--- config.mk ---
export PLATFORM = sky130hd
export DESIGN_NAME = tot_data_assembler
export DESIGN_NICKNAME = d
export VERILOG_FILES = /design/src/rtl/tot_data_assembler.sv
export SDC_FILE = /design/constraint.sdc
export NUM_CORES = 1
export LEC_CHECK = 0
export CAP_MARGIN = 25
export CORE_MARGIN = 8
export CORE_UTILIZATION = 50
export DETAILED_ROUTE_END_ITERATION = 16
export PLACE_DENSITY = 0.76
export SYNTH_ARGS = -nofsm -noshare
export SYNTH_HDL_FRONTEND = slang
export SYNTH_SLANG_ARGS = --single-unit
export TNS_END_PERCENT = 100
--- constraint.sdc ---
create_clock -name clk -period 3 [get_ports clk]
set_clock_uncertainty 0.15 [all_clocks]
set_input_delay 0.6 -clock clk [delete_from_list [all_inputs] [get_ports clk]]
set_output_delay 0.6 -clock clk [all_outputs]
set_load 0.01 [all_outputs]
--- src/rtl/tot_data_assembler.sv ---
// TOT data assembler: combines coarse period count and fine phase code into a
// 9-bit TOT word, queues {err, code} in a small FIFO and counts error samples.
module tot_data_assembler #(
  parameter int unsigned FIFO_DEPTH = 4,
  parameter int unsigned ERRCNT_W   = 8
) (
  input  logic                clk,
  input  logic                reset,
  input  logic                in_valid,
  output logic                in_ready,
  input  logic [4:0]          fine_bin,
  input  logic                fine_err,
  input  logic [3:0]          coarse,
  output logic                out_valid,
  input  logic                out_ready,
  output logic [8:0]          tot_code,
  output logic                tot_err,
  output logic [ERRCNT_W-1:0] err_count,
  input  logic                err_clr
);

  localparam int unsigned AW = (FIFO_DEPTH > 1) ? $clog2(FIFO_DEPTH) : 1;

  logic [9:0]          mem_q [FIFO_DEPTH];
  logic [AW:0]         wr_ptr_q, wr_ptr_d;
  logic [AW:0]         rd_ptr_q, rd_ptr_d;
  logic [AW:0]         occ;
  logic [ERRCNT_W-1:0] err_count_q, err_count_d;

  logic       push, pop, empty, full;
  logic       sample_err;
  logic [8:0] code_calc;
  logic [9:0] word_d;

  // Pointers carry one extra bit so occupancy == FIFO_DEPTH is distinguishable from empty.
  assign occ   = wr_ptr_q - rd_ptr_q;
  assign empty = (wr_ptr_q == rd_ptr_q);
  assign full  = (occ == (AW + 1)'(FIFO_DEPTH));

  // in_ready depends on registered pointers only, never on out_ready.
  assign in_ready  = ~full;
  assign out_valid = ~empty;
  assign push      = in_valid & in_ready & ~reset;
  assign pop       = out_valid & out_ready;

  assign sample_err = fine_err | (fine_bin > 5'd20);
  assign code_calc  = (9'(coarse) * 9'd21) + 9'(fine_bin);
  assign word_d     = sample_err ? {1'b1, 9'h1FF} : {1'b0, code_calc};

  always_comb begin
    wr_ptr_d    = wr_ptr_q;
    rd_ptr_d    = rd_ptr_q;
    err_count_d = err_count_q;
    if (push) wr_ptr_d = wr_ptr_q + 1'b1;
    if (pop)  rd_ptr_d = rd_ptr_q + 1'b1;
    if (err_clr) begin
      err_count_d = (push && sample_err) ? ERRCNT_W'(1) : '0;
    end else if (push && sample_err && (err_count_q != '1)) begin
      err_count_d = err_count_q + 1'b1;
    end
  end

  always_ff @(posedge clk) begin
    if (reset) begin
      wr_ptr_q    <= '0;
      rd_ptr_q    <= '0;
      err_count_q <= '0;
    end else begin
      wr_ptr_q    <= wr_ptr_d;
      rd_ptr_q    <= rd_ptr_d;
      err_count_q <= err_count_d;
    end
  end

  always_ff @(posedge clk) begin
    if (push) mem_q[wr_ptr_q[AW-1:0]] <= word_d;
  end

  // Storage is not reset, so the output word is forced to zero while empty.
  assign tot_code  = empty ? '0 : mem_q[rd_ptr_q[AW-1:0]][8:0];
  assign tot_err   = empty ? 1'b0 : mem_q[rd_ptr_q[AW-1:0]][9];
  assign err_count = err_count_q;

endmodule
Yosys cells after proc, flatten, opt, wreduce, memory -nomap -nowiden
Memory sizes are Yosys's and may differ from the RTL's. A register that Yosys moved wholly into a read port is not among the register bits.
Cells that the tools add are included.
{"block": "totals", "ff_bits": 14, "ram_bits": 40, "input_bits": 15, "output_inout_bits": 20, "elab_cells": 34, "memories": 1}
{"block": "op_classes", "add_sub_neg": 5, "mul": 1, "order_cmp": 1, "eq_ne": 3, "n_mux": 10, "bitwise": 7, "reduce_logical": 3}
{"name": "mem_q", "words": 4, "word_bits": 10, "rd": 1, "rd_clocked_by_memory_dff": 1, "write_ports": 1, "line": "24", "rtl": "logic [9:0] mem_q [FIFO_DEPTH];"}
{"op": "8-bit two-way mux", "count": 2}
{"op": "10-bit two-way mux", "count": 1}
{"op": "9-bit by 5-bit adder with 9-bit output", "count": 1}
{"op": "4-bit by 5-bit multiplier with 9-bit output, second input constant", "count": 1}
{"op": "9-bit two-way mux", "count": 1}
{"op": "8-bit by 1-bit adder with 8-bit output, second input constant", "count": 1}
{"op": "8-bit != test, second input constant", "count": 1}
{"op": "3-bit by 1-bit adder with 3-bit output, second input constant", "count": 2}
{"op": "5-bit greater-than comparator, second input constant", "count": 1}
{"op": "1-bit two-way mux", "count": 4}
{"op": "2-bit two-way mux", "count": 2}
{"op": "1-bit AND", "count": 3}
{"op": "3-bit == test", "count": 1}
{"op": "3-bit == test, second input constant", "count": 1}
{"op": "1-bit NOT", "count": 3}
{"op": "3-bit subtractor", "count": 1}
{"op": "1-bit logical AND", "count": 2}
{"op": "2-bit nonzero test", "count": 1}
{"op": "1-bit bitwise OR", "count": 1}

Depth between registers and ports, before layout
Gate-level depths: netlist of run 1.
{"block": "depth", "word_depth": 9, "mapped_depth": 11, "ltp_nobuf": 11}

Worst setup path after synthesis of run 1
OpenSTA, ideal clock, no wires.
{"block": "synth_timing", "path_kind": "input to register", "start": "input coarse[1]", "end": "memory mem_q[0][8], data pin", "setup_time_ns": 0.281, "t_arrival_ns": 2.589, "required_ns": 2.569, "slack_ns": -0.019, "stages": 10, "n_path_buf": 0, "path_cell_list": "ha_1 -> xor2_1 -> ha_1 -> ha_1 -> ha_1 -> o21ai_0 -> o21bai_1 -> o311ai_0 -> xor2_1 -> nand2_1"}
{"block": "synth_between", "elab_chain_len": 3}
{"item": "start: declaration", "line": "13", "rtl": "input logic [3:0] coarse,"}
{"item": "4-bit by 5-bit multiplier with 9-bit output", "line": "47", "rtl": "assign code_calc = (9'(coarse) * 9'd21) + 9'(fine_bin);"}
{"item": "9-bit by 5-bit adder with 9-bit output", "line": "47"}
{"item": "10-bit two-way mux", "line": "48", "rtl": "assign word_d = sample_err ? {1'b1, 9'h1FF} : {1'b0, code_calc};"}
{"item": "named net word_d[8]", "line": "33", "rtl": "logic [9:0] word_d;"}
{"item": "end: declaration", "line": "24"}
The timed path passes the listed nets, and every way through them passes these cells.

Worst setup path in the final report of run 1
{"block": "layout_timing", "start": "input fine_bin[3]", "end": "memory mem_q[2][7], data pin"}
{"block": "layout_between", "elab_chain_len": 3, "word_cells_on_any_way": 4, "cone_classes": "add/sub (1); order compare (1); mux (1); bitwise (1)"}
{"item": "start: declaration", "line": "11", "rtl": "input logic [4:0] fine_bin,"}
{"item": "parallel branches: the longest is 2 deep, another holds 9-bit by 5-bit adder with 9-bit output"}
{"item": "10-bit two-way mux (*)", "line": "48"}
{"item": "named net word_d[7]", "line": "33"}
Mark *: on every way through the listed nets, which the timed path passes.

==> results of run 1 <==
## metal layers
layer  up-vias  global-route usage, %
met2        41                   23.4
met1       899                   15.5
met3         8                   3.54
li1        943                      -
met4         0                   5.59
met5         -                      0
## sequential cells by signal (all words and copies together), names as in the netlist, named ones only
name and flops:
err_count 8, rd_ptr_q 3, mem_q 40, wr_ptr_q 3
## logic make-up (layout without fill, tap and decap cells)
family / Yosys count / after routing
flip-flops: 56 / 56
AND/OR/NAND/NOR: 64 / 64
buffers and inverters: 15 / 73
multiplexers: 11 / 11
adder cells (fa/ha/maj): 26 / 26
AO/OA/AOI/OAI: 40 / 40
XOR/XNOR: 8 / 8
## through the flow
step,hold WS (ns),area (sq um)
finish,0.352,3650
global route,0.383,3650
CTS,0.354,3630
detailed placement,0.339,3380
global placement,0.334,3380
floorplan,0.317,2840
## cell usage after synthesis (2+ instances only)
library cell  count
or3_1             2
nor3_1            2
nand2b_1          4
xnor2_1           2
or2_2             2
clkbuf_1          3
mux4_2           10
nand3_1           6
a31oi_1           2
buf_1             2
nor2b_1           4
o211ai_1          3
o21a_1            2
o41ai_1           2
edfxtp_1         40
o31ai_1           2
o21ai_0           9
dfxtp_1          16
fa_1              2
and2_1           16
nand2_1          14
ha_1             24
nand4_1           2
a211oi_1          3
buf_2             2
or4_1             2
xor2_1            5
o21bai_1          2
inv_1             8
a21oi_1           9
and4_1            2
nor2_1            8
## timing repair
item                                    4_1_cts  5_1_grt
hold endpoints to repair                      0        0
resized for setup                            18       14
pin swaps                                     6        5
endpoints found under the setup margin       16       30
buffers inserted                              5        0
## final timing paths
path                            cells after the start                      from                        end
worst min-delay path                                2  rd_ptr_q[1]$_SDFFE_PP0P_                  flip-flop
worst max-delay path                                8               fine_bin[3]      mem_q[2][7]$_DFFE_PP_
worst min register to register                      2  rd_ptr_q[1]$_SDFFE_PP0P_                  flip-flop
worst max register to register                      7  wr_ptr_q[0]$_SDFFE_PP0N_  err_count[5]$_SDFFE_PP0P_
## area by class of cell
type | count | area (sq um)
clock inverter | 3 | 23.8
clock buffer | 5 | 68.8
timing repair buffer | 57 | 508
sequential | 56 | 1520
fill | 415 | 1850
multi-input combinational | 149 | 1410
inverter | 8 | 30.0
tap | 72 | 90.1
## worst max-delay path, delay by kind of cell
family                   cells  cell delay (ns)
AO/OA/AOI/OAI                3             0.51
AND/OR/NAND/NOR              1             0.18
adder cells (fa/ha/maj)      2             0.86
buffers and inverters        2             0.61
## where the power goes
part | switching [mW] | internal (mW)
Clock | 0.247 | 0.166
Sequential | 0.0262 | 0.888
Combinational | 0.366 | 0.467
Total | 0.639 | 1.52
==> results.py, run 1 <==
metrics = {
    "place": {
        "globalplace.congestion": 0.765,
        "io_buffers": 34,
        "place_inst": 337,
        "post-place-ws_ns": -0.656,
        "place_hpwl_um": 3790,
    },
    "sta": {
        "clock.fmax_mhz": 351,
        "tightest_slew_ns": 0.533,
        "rsz0062_at_grt": "no",
        "min_period_ns": 2.85,
        "setup_viol": 0,
        "slew_headroom_pct": 64.5,
        "hold_violations": 0,
        "slew_viol_final": 0,
        "tns_ns": 0,
        "fin_crit_sh_pct": 95.1,
        "fin_ws_ns": 0.148,
    },
    "outcome": {
        "outcome": "completed",
    },
    "clock_tree": {
        "holdBufCountCts": 0,
        "cts.reportedPaths.clkPinSlew_ns": 0.10,
        "clk_latency_ns": 0.31,
        "cts_tree": "built",
        "htreeDepth": 2,
        "cts_root_buf": "clkbuf_8",
        "numCtsBuffers": 5,
        "clock-sinks": 56,
        "cts.path.max_buffers": 2,
    },
    "synthesis": {
        "synth-simple-area-share_pct": 12.1,
        "syn_avg_cell_area_sq_um": 12.9,
        "synthMuxAreaShare_pct": 8.28,
        "synthFlopType": "edfxtp_1",
        "syn_area_sq_mm": 0.00284,
        "synth_top_area_share_pct": 42.3,
        "synth_nets": 261,
        "async_flop_share_pct": 0,
        "synth_edf_count": 40,
        "ys_seq_area_share_pct": 53.5,
        "ys_types": 40,
        "synth_fa_ha_area_share_pct": 12.0,
        "synth_compound_gate_area_share_pct": 9.34,
        "yosys_warnings": 0,
        "synth_top_family_by_area": "simple AND/OR/NAND/NOR gates",
        "synth_top_cell_by_area": "edfxtp_1",
        "synth_cells": 220,
        "ys_ff_latch": 56,
        "synth-xor-area-share_pct": 2.73,
        "synth_area_leaders": "edfxtp_1, dfxtp_1, ha_1",
    },
    "power_and_ir_drop": {
        "powerDensity_mw_per_mm2": 591,
        "cellLeakagePower_nw": 1.25,
        "vdd_drop_max_uv": 317,
        "p_total_mw": 2.16,
    },
    "drt": {
        "post_drt_via_cell_ratio": 5.40,
        "top_layer": "met4",
        "met1_length_um": 2490,
        "wire_per_inst_um": 15.7,
        "dr.pass1.iters": 4,
        "drc": 0,
        "postRouteWirelength_um": 5480,
        "drtIter0Drc": 81,
        "vias": 1891,
        "met3_length_um": 243,
        "route.met2.wl_um": 2660,
        "detail-route-antenna-nets": 0,
    },
    "critical_path": {
        "critPathMaxStageDelay_ns": 0.56,
        "worstPathCellList": "clkdlybuf4s50_1 -> fa_1 -> ha_2 -> nor2b_2 -> o31a_1 -> o21ai_2 -> buf_4 -> a31oi_4",
        "startpoint_type": "primary input",
        "cp_slowest_cell": "fa_1",
        "r2r_slack_ns": 0.62,
        "required_ns": 2.90,
        "worstSetupEndpointType": "flip-flop",
        "crit_arrival_ns": 2.75,
        "cp_max_fo": 4,
        "crit_type": "in -> reg",
    },
    "finish": {
        "final_cells": 350,
        "fin_util_pct": 66.3,
        "area.growth.synth_to_final_pct": 28.5,
        "layout_common_cells": "edfxtp_1, clkdlybuf4s50_1, buf_4",
        "drive_gt1_share_pct": 23.7,
        "antenna_cells": 0,
        "final_common_cell": "edfxtp_1",
        "nNetsFinal": 318,
    },
    "floorplan": {
        "fp.dieH_um": 91.4,
        "initial_utilization_pct": 51.6,
        "die_width_um": 91.4,
        "row_count": 27,
        "die_area_sq_mm": 0.00835,
        "design.core.area_sq_mm": 0.00551,
        "ios": 35,
    },
    "grt": {
        "grt_remaining_overflow": 0,
        "grt_pass1_vias": 1925,
        "grt_pass1_wl_um": 9110,
        "track_usage_pct": 13.5,
        "antenna_found_initial": 0,
        "grt_max_degree": 19,
    },
    "job": {
        "timing.max_cap.violations": 0,
    },
    "min_path": {
        "hold_class": "reg -> reg",
    },
}
(Power assumes the default switching activity.)
==> run 2, diff against run 1 <==
--- a/config.mk
+++ b/config.mk
@@ -10,6 +10,7 @@
 export CORE_UTILIZATION = 50
 export DETAILED_ROUTE_END_ITERATION = 16
 export PLACE_DENSITY = 0.76
+export REMOVE_ABC_BUFFERS = 1
 export SYNTH_ARGS = -nofsm -noshare
 export SYNTH_HDL_FRONTEND = slang
 export SYNTH_SLANG_ARGS = --single-unit
==> run 2 against run 1 <==
  * Non-clock buffer count is 2 lower
  * Clock power shrank 3%
  * Combinational power is 1% higher
  * Via count up 0.42%
  * First-iteration DRC count grew 6.2%
  * Flip-flop and latch count did not move
  * Utilization rose by 0.30 points
  * Power barely moved
  * Sequential share of layout area fell by 0.18 points
  * Cell count down 0.57%
  * Global-route usage decreased by 0.52 points
  * Maximum frequency is 1.4% lower
  * Critical endpoint unchanged
==> results.py, run 2 (synthesized netlist as in run 1, its figures left out) <==
metrics = {
    "sta": {
        "slew_viol_final": 0,
        "min_period_ns": 2.89,
        "clock.fmax_mhz": 346,
        "rsz0062_at_grt": "no",
        "tns_ns": 0,
        "fin_crit_sh_pct": 96.4,
        "setup_viol": 0,
        "slew_headroom_pct": 65.9,
        "tightest_slew_ns": 0.511,
        "hold_violations": 0,
    },
    "grt": {
        "antenna_found_initial": 0,
        "track_usage_pct": 13.0,
        "grt-busiest-layer": "met2",
        "grt_max_degree": 19,
        "grtUsageMet2_pct": 22.3,
        "grt_remaining_overflow": 0,
        "grt_pass1_vias": 1901,
        "use_met1_pct": 15.5,
        "use_met3_pct": 3.37,
        "grt_pass1_wl_um": 8960,
    },
    "finish": {
        "largest_reg_flops": 40,
        "multi_input_area_sq_mm": 0.00144,
        "fillers": 409,
        "drive_gt1_share_pct": 23.6,
        "nNetsFinal": 316,
        "layout.area.seq_sq_mm": 0.00152,
        "final_cells": 348,
        "final_common_cell": "edfxtp_1",
        "design_area_sq_mm": 0.00367,
        "layout_common_cells": "edfxtp_1, clkdlybuf4s50_1, buf_4",
        "area.growth.synth_to_final_pct": 29.1,
        "antenna_cells": 0,
    },
    "job": {
        "timing.max_cap.violations": 0,
    },
    "floorplan": {
        "design.core.area_sq_mm": 0.00551,
        "row_count": 27,
        "die_area_sq_mm": 0.00835,
        "ios": 35,
        "initial_utilization_pct": 51.6,
        "die_width_um": 91.4,
        "fp.dieH_um": 91.4,
    },
    "outcome": {
        "outcome": "completed",
    },
    "drt": {
        "detail-route-antenna-nets": 0,
        "vias": 1899,
        "drc": 0,
        "dr.pass1.iters": 4,
        "wire_per_inst_um": 15.6,
        "post_drt_via_cell_ratio": 5.46,
        "postRouteWirelength_um": 5420,
        "drtIter0Drc": 86,
    },
    "place": {
        "io_buffers": 34,
        "place_hpwl_um": 3950,
        "place_inst": 340,
        "placed_area_sq_mm": 0.00340,
        "globalplace.congestion": 0.813,
    },
    "min_path": {
        "hold_class": "reg -> reg",
        "hold_path_depth": 2,
    },
    "power_and_ir_drop": {
        "powerDensity_mw_per_mm2": 589,
        "cellLeakagePower_nw": 1.24,
        "vdd_drop_max_uv": 336,
    },
    "clock_tree": {
        "numCtsBuffers": 5,
        "htreeDepth": 2,
        "cts_tree": "built",
        "cts.reportedPaths.clkPinSlew_ns": 0.10,
        "clk_latency_ns": 0.30,
        "holdBufCountCts": 0,
        "cts.path.max_buffers": 2,
        "cts_root_buf": "clkbuf_8",
        "clock-sinks": 56,
    },
    "critical_path": {
        "worstRegToRegCells": 7,
        "startpoint_type": "primary input",
        "cp_max_fo": 4,
        "crit_arrival_ns": 2.87,
        "required_ns": 2.98,
        "crit_type": "in -> reg",
        "worstSetupEndpointType": "flip-flop",
    },
}
run 2: cell types whose count changed in the layout (fill, tap and decap cells not counted), sizes merged:
cell,change
buf,-2
dlygate4sd2,+1
dlymetal6s2s,-1
run 2: timing repair:
action	CTS	global route
pin swaps	11	6
setup endpoints to repair	20	26
buffers inserted	0	0
resized for setup	21	15
run 2: layout make-up:
cell class	count	share of cell area, %
clock buffers	5	1.88
clock inverters	3	0.648
inverters	8	0.819
multi-input cells	149	39.4
flip-flops and latches	56	41.5
well taps	72	2.46
repair buffers	55	13.3
run 2: stage by stage:
step | setup slack (ns) | util [%] | power [mW] | hold WS, ns
2_1_floorplan | -0.0176 | - | 1.35 | 0.310
3_3_place_gp | -0.602 | 61.8 | 1.70 | 0.337
3_5_place_dp | -0.662 | 61.8 | 1.71 | 0.343
4_1_cts | 0.0301 | 65.4 | 2.16 | 0.358
5_1_grt | 0.0336 | 66.6 | 2.30 | 0.396
6_report | 0.108 | 66.6 | 2.16 | 0.363
run 2: critical path, cell delays in order:
cell,delay [ns]
clkdlybuf4s50_1,0.45
fa_1,0.60
ha_4,0.23
nor2b_2,0.16
o31a_1,0.27
o21ai_2,0.25
a21oi_2,0.11
a31oi_4,0.20
run 2: power by group:
group	total (mW)	internal [mW]	switching, mW
logic	0.845	0.471	0.374
registers	0.916	0.888	0.0283
clock network	0.400	0.166	0.234
total	2.16	1.52	0.637
run 2: worst paths after layout:
| path | from | to | slack, ns |
|---|---|---|---|
| max | fine_bin[3] | mem_q[2][7]$_DFFE_PP_ | 0.11 |
| min | rd_ptr_q[1]$_SDFFE_PP0P_ | rd_ptr_q[1]$_SDFFE_PP0P_ | 0.36 |
| max reg2reg | wr_ptr_q[0]$_SDFFE_PP0N_ | err_count[5]$_SDFFE_PP0P_ | 0.60 |
| min reg2reg | rd_ptr_q[1]$_SDFFE_PP0P_ | rd_ptr_q[1]$_SDFFE_PP0P_ | 0.36 |
run 2: routing by layer:
metal,wire length (um),vias up
met5,0,-
met4,79,0
met3,245,6
met2,2700,46
met1,2400,910
li1,-,937
